File: src/rtl/iodelay_tap_seq_pkg.sv
// Shared definitions for the IODELAY tap sequencer.
// Contents:
//   state_t      - 3-bit sequencer state encoding
//   DEF_HOLD     - default cycles a request level stays high
//   DEF_GAP      - default low cycles after each rst/inc request
//   DEF_CAL_WAIT - default low cycles after cal before rst
//   clog2, max3  - elaboration-time helpers for sizing the timer
package iodelay_seq_defs;

  typedef enum logic [2:0] {
    IDLE  = 3'd0,
    CAL_H = 3'd1,
    CAL_W = 3'd2,
    RST_H = 3'd3,
    RST_L = 3'd4,
    INC_H = 3'd5,
    INC_L = 3'd6,
    FIN   = 3'd7
  } state_t;

  localparam int unsigned DEF_HOLD     = 4;
  localparam int unsigned DEF_GAP      = 4;
  localparam int unsigned DEF_CAL_WAIT = 64;

  // Smallest r with 2**r >= v.
  function automatic int unsigned clog2(input int unsigned v);
    int unsigned r;
    r = 0;
    while ((64'd1 << r) < 64'(v)) r++;
    return r;
  endfunction

  function automatic int unsigned max3(input int unsigned a,
                                       input int unsigned b,
                                       input int unsigned c);
    int unsigned m;
    m = a;
    if (b > m) m = b;
    if (c > m) m = c;
    return m;
  endfunction

endpackage

File: src/rtl/iodelay_seq_timer.sv
// Down-counter that times every sequencer state.
// Ports:
//   clk      in  1  system clock
//   reset    in  1  asynchronous, active-high; clears the count
//   load     in  1  load load_val this cycle (state entry)
//   load_val in  W  cycles-minus-one for the state being entered
//   value    out W  current count
//   expire   out 1  count has reached 0; the owning state exits now
module iodelay_seq_timer #(
  parameter int unsigned W = 7
) (
  input  logic         clk,
  input  logic         reset,
  input  logic         load,
  input  logic [W-1:0] load_val,
  output logic [W-1:0] value,
  output logic         expire
);

  always_ff @(posedge clk or posedge reset) begin
    if (reset) begin
      value <= '0;
    end else if (load) begin
      value <= load_val;
    end else if (value != '0) begin
      value <= value - W'(1);
    end
  end

  assign expire = (value == '0);

endmodule

File: src/rtl/iodelay_tap_seq.sv
// Sequencer driving the per-channel IODELAY pulse shaper. Each accepted
// command calibrates the delay, resets it, then issues exactly tap increment
// requests. Requests are levels held HOLD cycles, separated by lows of at
// least GAP cycles, so the shaper sees one clean edge per request.
// Ports:
//   clk      in  1     system clock; all outputs registered on it
//   reset    in  1     asynchronous, active-high; clears all state
//   start    in  1     command strobe, sampled only in IDLE
//   tap      in  TAPW  target tap, latched when start is accepted
//   busy     out 1     high from the cycle after acceptance until done
//   done     out 1     one-cycle pulse at sequence completion
//   err      out 1     one-cycle pulse when start carries tap > MAX_TAP
//   cal_o    out 1     calibration request level
//   rst_o    out 1     delay-reset request level
//   pulse_o  out 1     increment request level
//   cur_tap  out TAPW  increments issued since the last rst
module iodelay_tap_seq
  import iodelay_seq_defs::*;
#(
  parameter int unsigned TAPW     = 5,
  parameter int unsigned MAX_TAP  = 31,
  parameter int unsigned HOLD     = DEF_HOLD,
  parameter int unsigned GAP      = DEF_GAP,
  parameter int unsigned CAL_WAIT = DEF_CAL_WAIT
) (
  input  logic            clk,
  input  logic            reset,
  input  logic            start,
  input  logic [TAPW-1:0] tap,
  output logic            busy,
  output logic            done,
  output logic            err,
  output logic            cal_o,
  output logic            rst_o,
  output logic            pulse_o,
  output logic [TAPW-1:0] cur_tap
);

  localparam int unsigned TMRW = clog2(max3(HOLD, GAP, CAL_WAIT) + 1);

  localparam logic [TMRW-1:0] LD_HOLD = TMRW'(HOLD - 1);
  localparam logic [TMRW-1:0] LD_GAP  = TMRW'(GAP - 1);
  localparam logic [TMRW-1:0] LD_CALW = TMRW'(CAL_WAIT - 1);

  state_t            state;
  state_t            state_nxt;
  logic [TAPW-1:0]   tap_q;
  logic              tap_ok;
  logic              accept;
  logic              reject;
  logic              cur_clr;
  logic              cur_inc;
  logic              tmr_load;
  logic [TMRW-1:0]   tmr_val;
  logic [TMRW-1:0]   tmr_value;
  logic              tmr_exp;
  logic              tmr_unused;

  iodelay_seq_timer #(
    .W(TMRW)
  ) u_timer (
    .clk      (clk),
    .reset    (reset),
    .load     (tmr_load),
    .load_val (tmr_val),
    .value    (tmr_value),
    .expire   (tmr_exp)
  );

  // The count itself is only observed through expire.
  assign tmr_unused = ^tmr_value;

  assign tap_ok = (32'(tap) <= MAX_TAP);

  always_ff @(posedge clk or posedge reset) begin
    if (reset) begin
      state <= IDLE;
    end else begin
      state <= state_nxt;
    end
  end

  always_comb begin
    state_nxt = state;
    tmr_load  = 1'b0;
    tmr_val   = '0;
    accept    = 1'b0;
    reject    = 1'b0;
    cur_clr   = 1'b0;
    cur_inc   = 1'b0;
    case (state)
      IDLE: begin
        if (start) begin
          if (tap_ok) begin
            accept    = 1'b1;
            state_nxt = CAL_H;
            tmr_load  = 1'b1;
            tmr_val   = LD_HOLD;
          end else begin
            reject = 1'b1;
          end
        end
      end
      CAL_H: begin
        if (tmr_exp) begin
          state_nxt = CAL_W;
          tmr_load  = 1'b1;
          tmr_val   = LD_CALW;
        end
      end
      CAL_W: begin
        if (tmr_exp) begin
          state_nxt = RST_H;
          tmr_load  = 1'b1;
          tmr_val   = LD_HOLD;
          cur_clr   = 1'b1;
        end
      end
      RST_H: begin
        if (tmr_exp) begin
          state_nxt = RST_L;
          tmr_load  = 1'b1;
          tmr_val   = LD_GAP;
        end
      end
      RST_L: begin
        if (tmr_exp) begin
          if (tap_q != '0) begin
            state_nxt = INC_H;
            tmr_load  = 1'b1;
            tmr_val   = LD_HOLD;
          end else begin
            state_nxt = FIN;
          end
        end
      end
      INC_H: begin
        if (tmr_exp) begin
          state_nxt = INC_L;
          tmr_load  = 1'b1;
          tmr_val   = LD_GAP;
          cur_inc   = 1'b1;
        end
      end
      INC_L: begin
        if (tmr_exp) begin
          if (cur_tap != tap_q) begin
            state_nxt = INC_H;
            tmr_load  = 1'b1;
            tmr_val   = LD_HOLD;
          end else begin
            state_nxt = FIN;
          end
        end
      end
      FIN: begin
        state_nxt = IDLE;
      end
      default: begin
        state_nxt = IDLE;
      end
    endcase
  end

  // Tap latch and increment counter. cur_tap never exceeds tap_q, which is
  // bounded by MAX_TAP, so the counter cannot wrap.
  always_ff @(posedge clk or posedge reset) begin
    if (reset) begin
      tap_q   <= '0;
      cur_tap <= '0;
    end else begin
      if (accept) begin
        tap_q <= tap;
      end
      if (cur_clr) begin
        cur_tap <= '0;
      end else if (cur_inc) begin
        cur_tap <= cur_tap + TAPW'(1);
      end
    end
  end

  // Output levels are registered decodes of the current state, so they trail
  // the state register by one cycle; the documented done latency includes
  // that cycle.
  always_ff @(posedge clk or posedge reset) begin
    if (reset) begin
      busy    <= 1'b0;
      done    <= 1'b0;
      err     <= 1'b0;
      cal_o   <= 1'b0;
      rst_o   <= 1'b0;
      pulse_o <= 1'b0;
    end else begin
      busy    <= (state != IDLE) && (state != FIN);
      done    <= (state == FIN);
      err     <= reject;
      cal_o   <= (state == CAL_H);
      rst_o   <= (state == RST_H);
      pulse_o <= (state == INC_H);
    end
  end

endmodule

File: config.mk
export PLATFORM = sky130hd
export DESIGN_NAME = iodelay_tap_seq
export DESIGN_NICKNAME = d
export VERILOG_FILES = /design/src/rtl/iodelay_tap_seq_pkg.sv /design/src/rtl/iodelay_seq_timer.sv /design/src/rtl/iodelay_tap_seq.sv
export SDC_FILE = /design/constraint.sdc
export NUM_CORES = 1
export LEC_CHECK = 0
export CAP_MARGIN = 20
export CORE_MARGIN = 3
export CORE_UTILIZATION = 46
export DETAILED_ROUTE_END_ITERATION = 7
export GPL_TIMING_DRIVEN = 0
export PLACE_DENSITY = 0.69
export SLEW_MARGIN = 30
export SYNTH_ARGS = -nofsm -noshare
export SYNTH_HDL_FRONTEND = slang
export SYNTH_SLANG_ARGS = --single-unit
File: constraint.sdc
create_clock -name clk -period 5.15 [get_ports clk]
set_clock_uncertainty 0.1 [all_clocks]
set_input_delay 0.7725 -clock clk [delete_from_list [all_inputs] [get_ports clk]]
set_output_delay 0.7725 -clock clk [all_outputs]
set_load 0.05 [all_outputs]
[Yosys cells after proc, flatten, opt, wreduce, memory -nomap -nowiden]
Cells that the tools add are included.
Operators by class
  add/sub/neg operators: 2
  equality and inequality tests: 16
  mux-type cells: 32
  reduce and logical (&&, ||, !) cells: 11
Operators by type and width (count)
  case mux 6 bit (5 select lines): 1
  case mux 3 bit (8 select lines): 1
  2-to-1 mux 3 bit: 7
  2-to-1 mux 2 bit: 8
  2-to-1 mux 7 bit: 2
  != test 2 bit, second input constant: 7
  == test 3 bit, second input constant: 4
  2-to-1 mux 5 bit: 2
  2-to-1 mux 1 bit: 9
  zero test 7 bit: 1
  AND reduction 7 bit: 1
  nonzero test 7 bit: 1
  subtractor 7 x 1 -> 7 bit, second input constant: 1
  == test 3 x 2 -> 1 bit, second input constant: 2
  2-to-1 mux 6 bit: 1
  adder 5 x 1 -> 5 bit, second input constant: 1
  != test 5 bit: 1
  nonzero test 5 bit: 1
  case mux 1 bit (4 select lines): 1
  nonzero test 2 bit: 2
  OR reduction 4 bit: 1
  == test 3 x 1 -> 1 bit, second input constant: 1
  zero test 3 bit: 1
  != test 3 bit, second input constant: 1
  3 further kinds: 3
Storage, ports and cells
  register bits after elaboration: 25
  input port bits: 8
  logic and storage cells: 70

[Logic depth before layout (Yosys ltp)]
  depth after elaboration: 5
  gate-level depth with buffers: 6
  mapped depth without buffers: 6

[Cells and area by module]
A second synthesis with hierarchy kept.
Second synthesis, totals
  cells, all modules: 137
  area, all modules: 1355.0 um^2
By module, submodules not included
  iodelay_tap_seq: instances 1, cells an instance 91, area each 898.4 um^2, sequential area each 450.4 um^2
  iodelay_seq_timer: instances 1, cells an instance 46, area each 456.7 um^2, sequential area each 175.2 um^2

[Worst setup path before layout]
Ideal clock, no wire load.
  kind: in2reg
  start: input start
  end: register tap_q[0]
  setup time: 0.125 ns
  arrival: 1.600 ns
  slack: 3.325 ns
  stages on the path: 2
  path buffers: 0
  cells stage by stage: nor4b_2 > mux2_2
On the way
  word-level cells in the longest chain between the ends: 2
Ends and longest elaborated chain
  start, declared: line iodelay_tap_seq.sv:28  | input logic start,
  2-to-1 mux 1 bit: line iodelay_tap_seq.sv:93  | if (start) begin
  2-to-1 mux 1 bit: line iodelay_tap_seq.sv:91  | case (state)
  end signal, assigned: line iodelay_tap_seq.sv:173  | tap_q <= tap;
  end, declared: line iodelay_tap_seq.sv:47  | logic [TAPW-1:0] tap_q;
No other way between the ends.
A chain may end at the register's enable or synchronous reset.

[Final worst setup path]
  start: register cur_tap[3]
  end: output cur_tap[3]
RTL lines
  start, declared: line iodelay_tap_seq.sv:36  | output logic [TAPW-1:0] cur_tap
  start signal, assigned: line iodelay_tap_seq.sv:178  | cur_tap <= cur_tap + TAPW'(1);
No word-level cell between the ends.

==> results.py <==
metrics = {
    "status": {
        "status": "finished, final reports clean",
    },
    "sta": {
        "clock.fmax_mhz": 392,
        "relSlewSlack": 0.409,
        "fin_crit_sh": 0.495,
        "rsz0062_at_grt": "false",
        "tightest_slew_ns": 0.881,
        "setup_viol": 0,
        "finalCriticalPeriod_ns": 2.55,
        "drv_slew": 0,
        "finalSetupTns_ns": 0,
        "final_hold_viol_count": 0,
    },
    "worst_hold_path": {
        "hold_class": "register to register",
        "worstHoldStart": "tap_q[0]",
    },
    "detailed_routing": {
        "dr.pass1.iters": 4,
        "routed_via_density": 5.88,
        "wl_per_cell_um": 15.5,
        "num_vias": 1082,
        "drc": 0,
        "ant_nets": 0,
        "initialDrtViolationCount": 33,
        "totalWireLength_mm": 2.86,
    },
    "yosys": {
        "syn_area_mm2": 0.00140,
        "yosysTopAreaCellShare": 0.448,
        "yosysUniqueCellTypes": 46,
        "synth_fp_nets": 142,
        "yosysWarnings": 0,
        "synth_most_common_cell": "dfrtp_1",
        "synth_top_cell_by_area": "dfrtp_1",
        "synth-edff-count": 0,
        "ys_async_sr_fraction": 1.00,
        "yosys_most_used_dff": "dfrtp_1",
        "yosys-top-cells-count": "dfrtp_1, nor2_1, mux2_2, nor3_1, xnor2_1",
        "syn_avg_cell_area_um2": 10.6,
        "syn_inst": 132,
        "synth-seq-cells": 25,
        "ys_seq_area_frac": 0.448,
        "synthTopCellsByArea": "dfrtp_1, mux2_2, xnor2_1",
    },
    "floorplan": {
        "start_util": 0.494,
        "die_area_mm2": 0.00374,
        "die_w_um": 61.1,
        "die_h_um": 61.1,
        "ios": 19,
        "core_area_mm2": 0.00283,
        "rows": 19,
    },
    "pwr": {
        "power_leakage_nw": 0.674,
        "irDropWorstVdd_v": 0.000265,
        "finalPower_uw": 852,
        "powerDensity_mw_per_mm2": 522,
    },
    "critical_path": {
        "path_buf_inv": 1,
        "rrSetupSlack_ns": 3.11,
        "crit_chain": "clkdlybuf4s50_1",
        "startpoint_type": "register",
        "startpoint": "cur_tap[3]",
        "endpoint_kind": "output pin",
        "slowest_stage": "clkdlybuf4s50_1",
        "cpPeakStageDelay_ns": 0.85,
        "critPathTopFamily": "buffers and inverters",
        "worst_ep_arrival_time_ns": 1.68,
        "crit_path_max_fanout": 6,
        "crit-reg2reg-launch": "u_timer.value[0]",
        "worstPathRequired_ns": 4.28,
        "path_class": "register to output pin",
    },
    "placement": {
        "portBuffers": 17,
        "gp_congestion": 0.827,
        "place.detailed.hpwl_mm": 2.13,
    },
    "global_routing": {
        "grt_overflow": 0,
        "antenna_found_initial": 0,
        "grt_pass1_vias": 1019,
        "gr-usage-all-layers": 0.172,
        "grt_pass1_wl_mm": 4.75,
        "grt_max_degree": 26,
    },
    "clock_tree": {
        "post_cts_buffers": 0,
        "clock-sinks": 25,
        "clkTransAtPathRegs_ns": 0.14,
        "cts_made_buffers": 3,
        "clockRootBuffer": "clkbuf_4",
        "cts_resized": 0,
        "htree_levels": 1,
        "ctsHoldBuffers": 0,
        "clk_latency_ns": 0.32,
        "cts_tree": "built",
        "clk_path_buf_depth": 2,
    },
    "layout": {
        "area_growth_pct": 16.9,
        "layout-drive-gt1-share": 0.157,
        "n_antenna_cell": 0,
        "final_nets": 164,
        "nFillCells": 255,
    },
    "run": {
        "drv_cap": 0,
    },
}
stage by stage:
step                      cells  worst slack [ns]   util  area, um^2  hold slack (ns)
after detailed placement    180              2.52  0.568        1610            0.448
after CTS                   184              2.57  0.578        1630            0.479
final                       184              2.60  0.578        1630            0.477
after global routing        184              2.54  0.578        1630            0.508
after floorplan             132              3.33      -        1400            0.425
after global placement      180              2.55  0.568        1610            0.449
flip-flops by register name, summed over array words and instances (netlist names):
signal / flops
done: 1
cur_tap: 5
state: 3
u_timer.value: 7
rst_o: 1
cal_o: 1
tap_q: 5
pulse_o: 1
busy: 1
layout by cell type, fill, tap and decap left out, types with 3 or more instances in the layout:
master / netlist / layout
xor2_1: 4 / 4
inv_1: 4 / 3
nand3_1: 4 / 4
clkbuf_4: 0 / 3
nand2_1: 6 / 6
mux2_2: 7 / 7
nor3_1: 7 / 7
xnor2_1: 7 / 7
o21ai_0: 5 / 5
a21oi_1: 6 / 6
nor2_1: 8 / 8
buf_2: 3 / 3
clkbuf_1: 3 / 3
dfrtp_1: 25 / 25
clkdlybuf4s50_1: 0 / 17
and3_1: 3 / 3
layer usage:
layer / global-route usage / wire (um) / up-vias
met2: 0.287 / 1410 / 40
met3: 0.0273 / 160 / 6
li1: - / - / 518
met1: 0.225 / 1250 / 518
met4: 0.0619 / 38 / 0
met5: 0 / 0 / -
path summary, 6_finish.rpt:
path,end,cells after the start
worst max-delay path,cur_tap[3],1
worst min-delay path,tap_q[0],1
worst max register to register,u_timer.value[1],6
worst min register to register,tap_q[0],1
max in group asynchronous,cur_tap[2],2
min in group asynchronous,state[2],2
cell families (layout without fill, tap and decap cells):
kind of cell,after synthesis,count (layout),synth area share
AO/OA/AOI/OAI,27,27,0.141
XOR/XNOR,11,11,0.0689
adder cells (fa/ha/maj),2,2,0.0179
buffers and inverters,11,32,0.0349
flip-flops,25,25,0.448
multiplexers,8,8,0.0636
other,1,1,0.00268
AND/OR/NAND/NOR,47,47,0.224
where the power goes:
group	internal [mW]	total, mW	switching (mW)
Clock	0.0291	0.0899	0.0608
Sequential	0.264	0.331	0.0671
Combinational	0.184	0.431	0.248
Total	0.477	0.852	0.375
layout make-up:
class / instances / area (um^2) / area share
inverter: 4 / 15.0 / 0.00919
clock inverter: 1 / 5.00 / 0.00306
buffer: 7 / 33.8 / 0.0207
timing repair buffer: 17 / 170 / 0.104
tap: 31 / 38.8 / 0.0237
clock buffer: 3 / 22.5 / 0.0138
sequential: 25 / 626 / 0.383
multi-input combinational: 96 / 723 / 0.443
No activity file was read; power rests on OpenSTA's default activity.
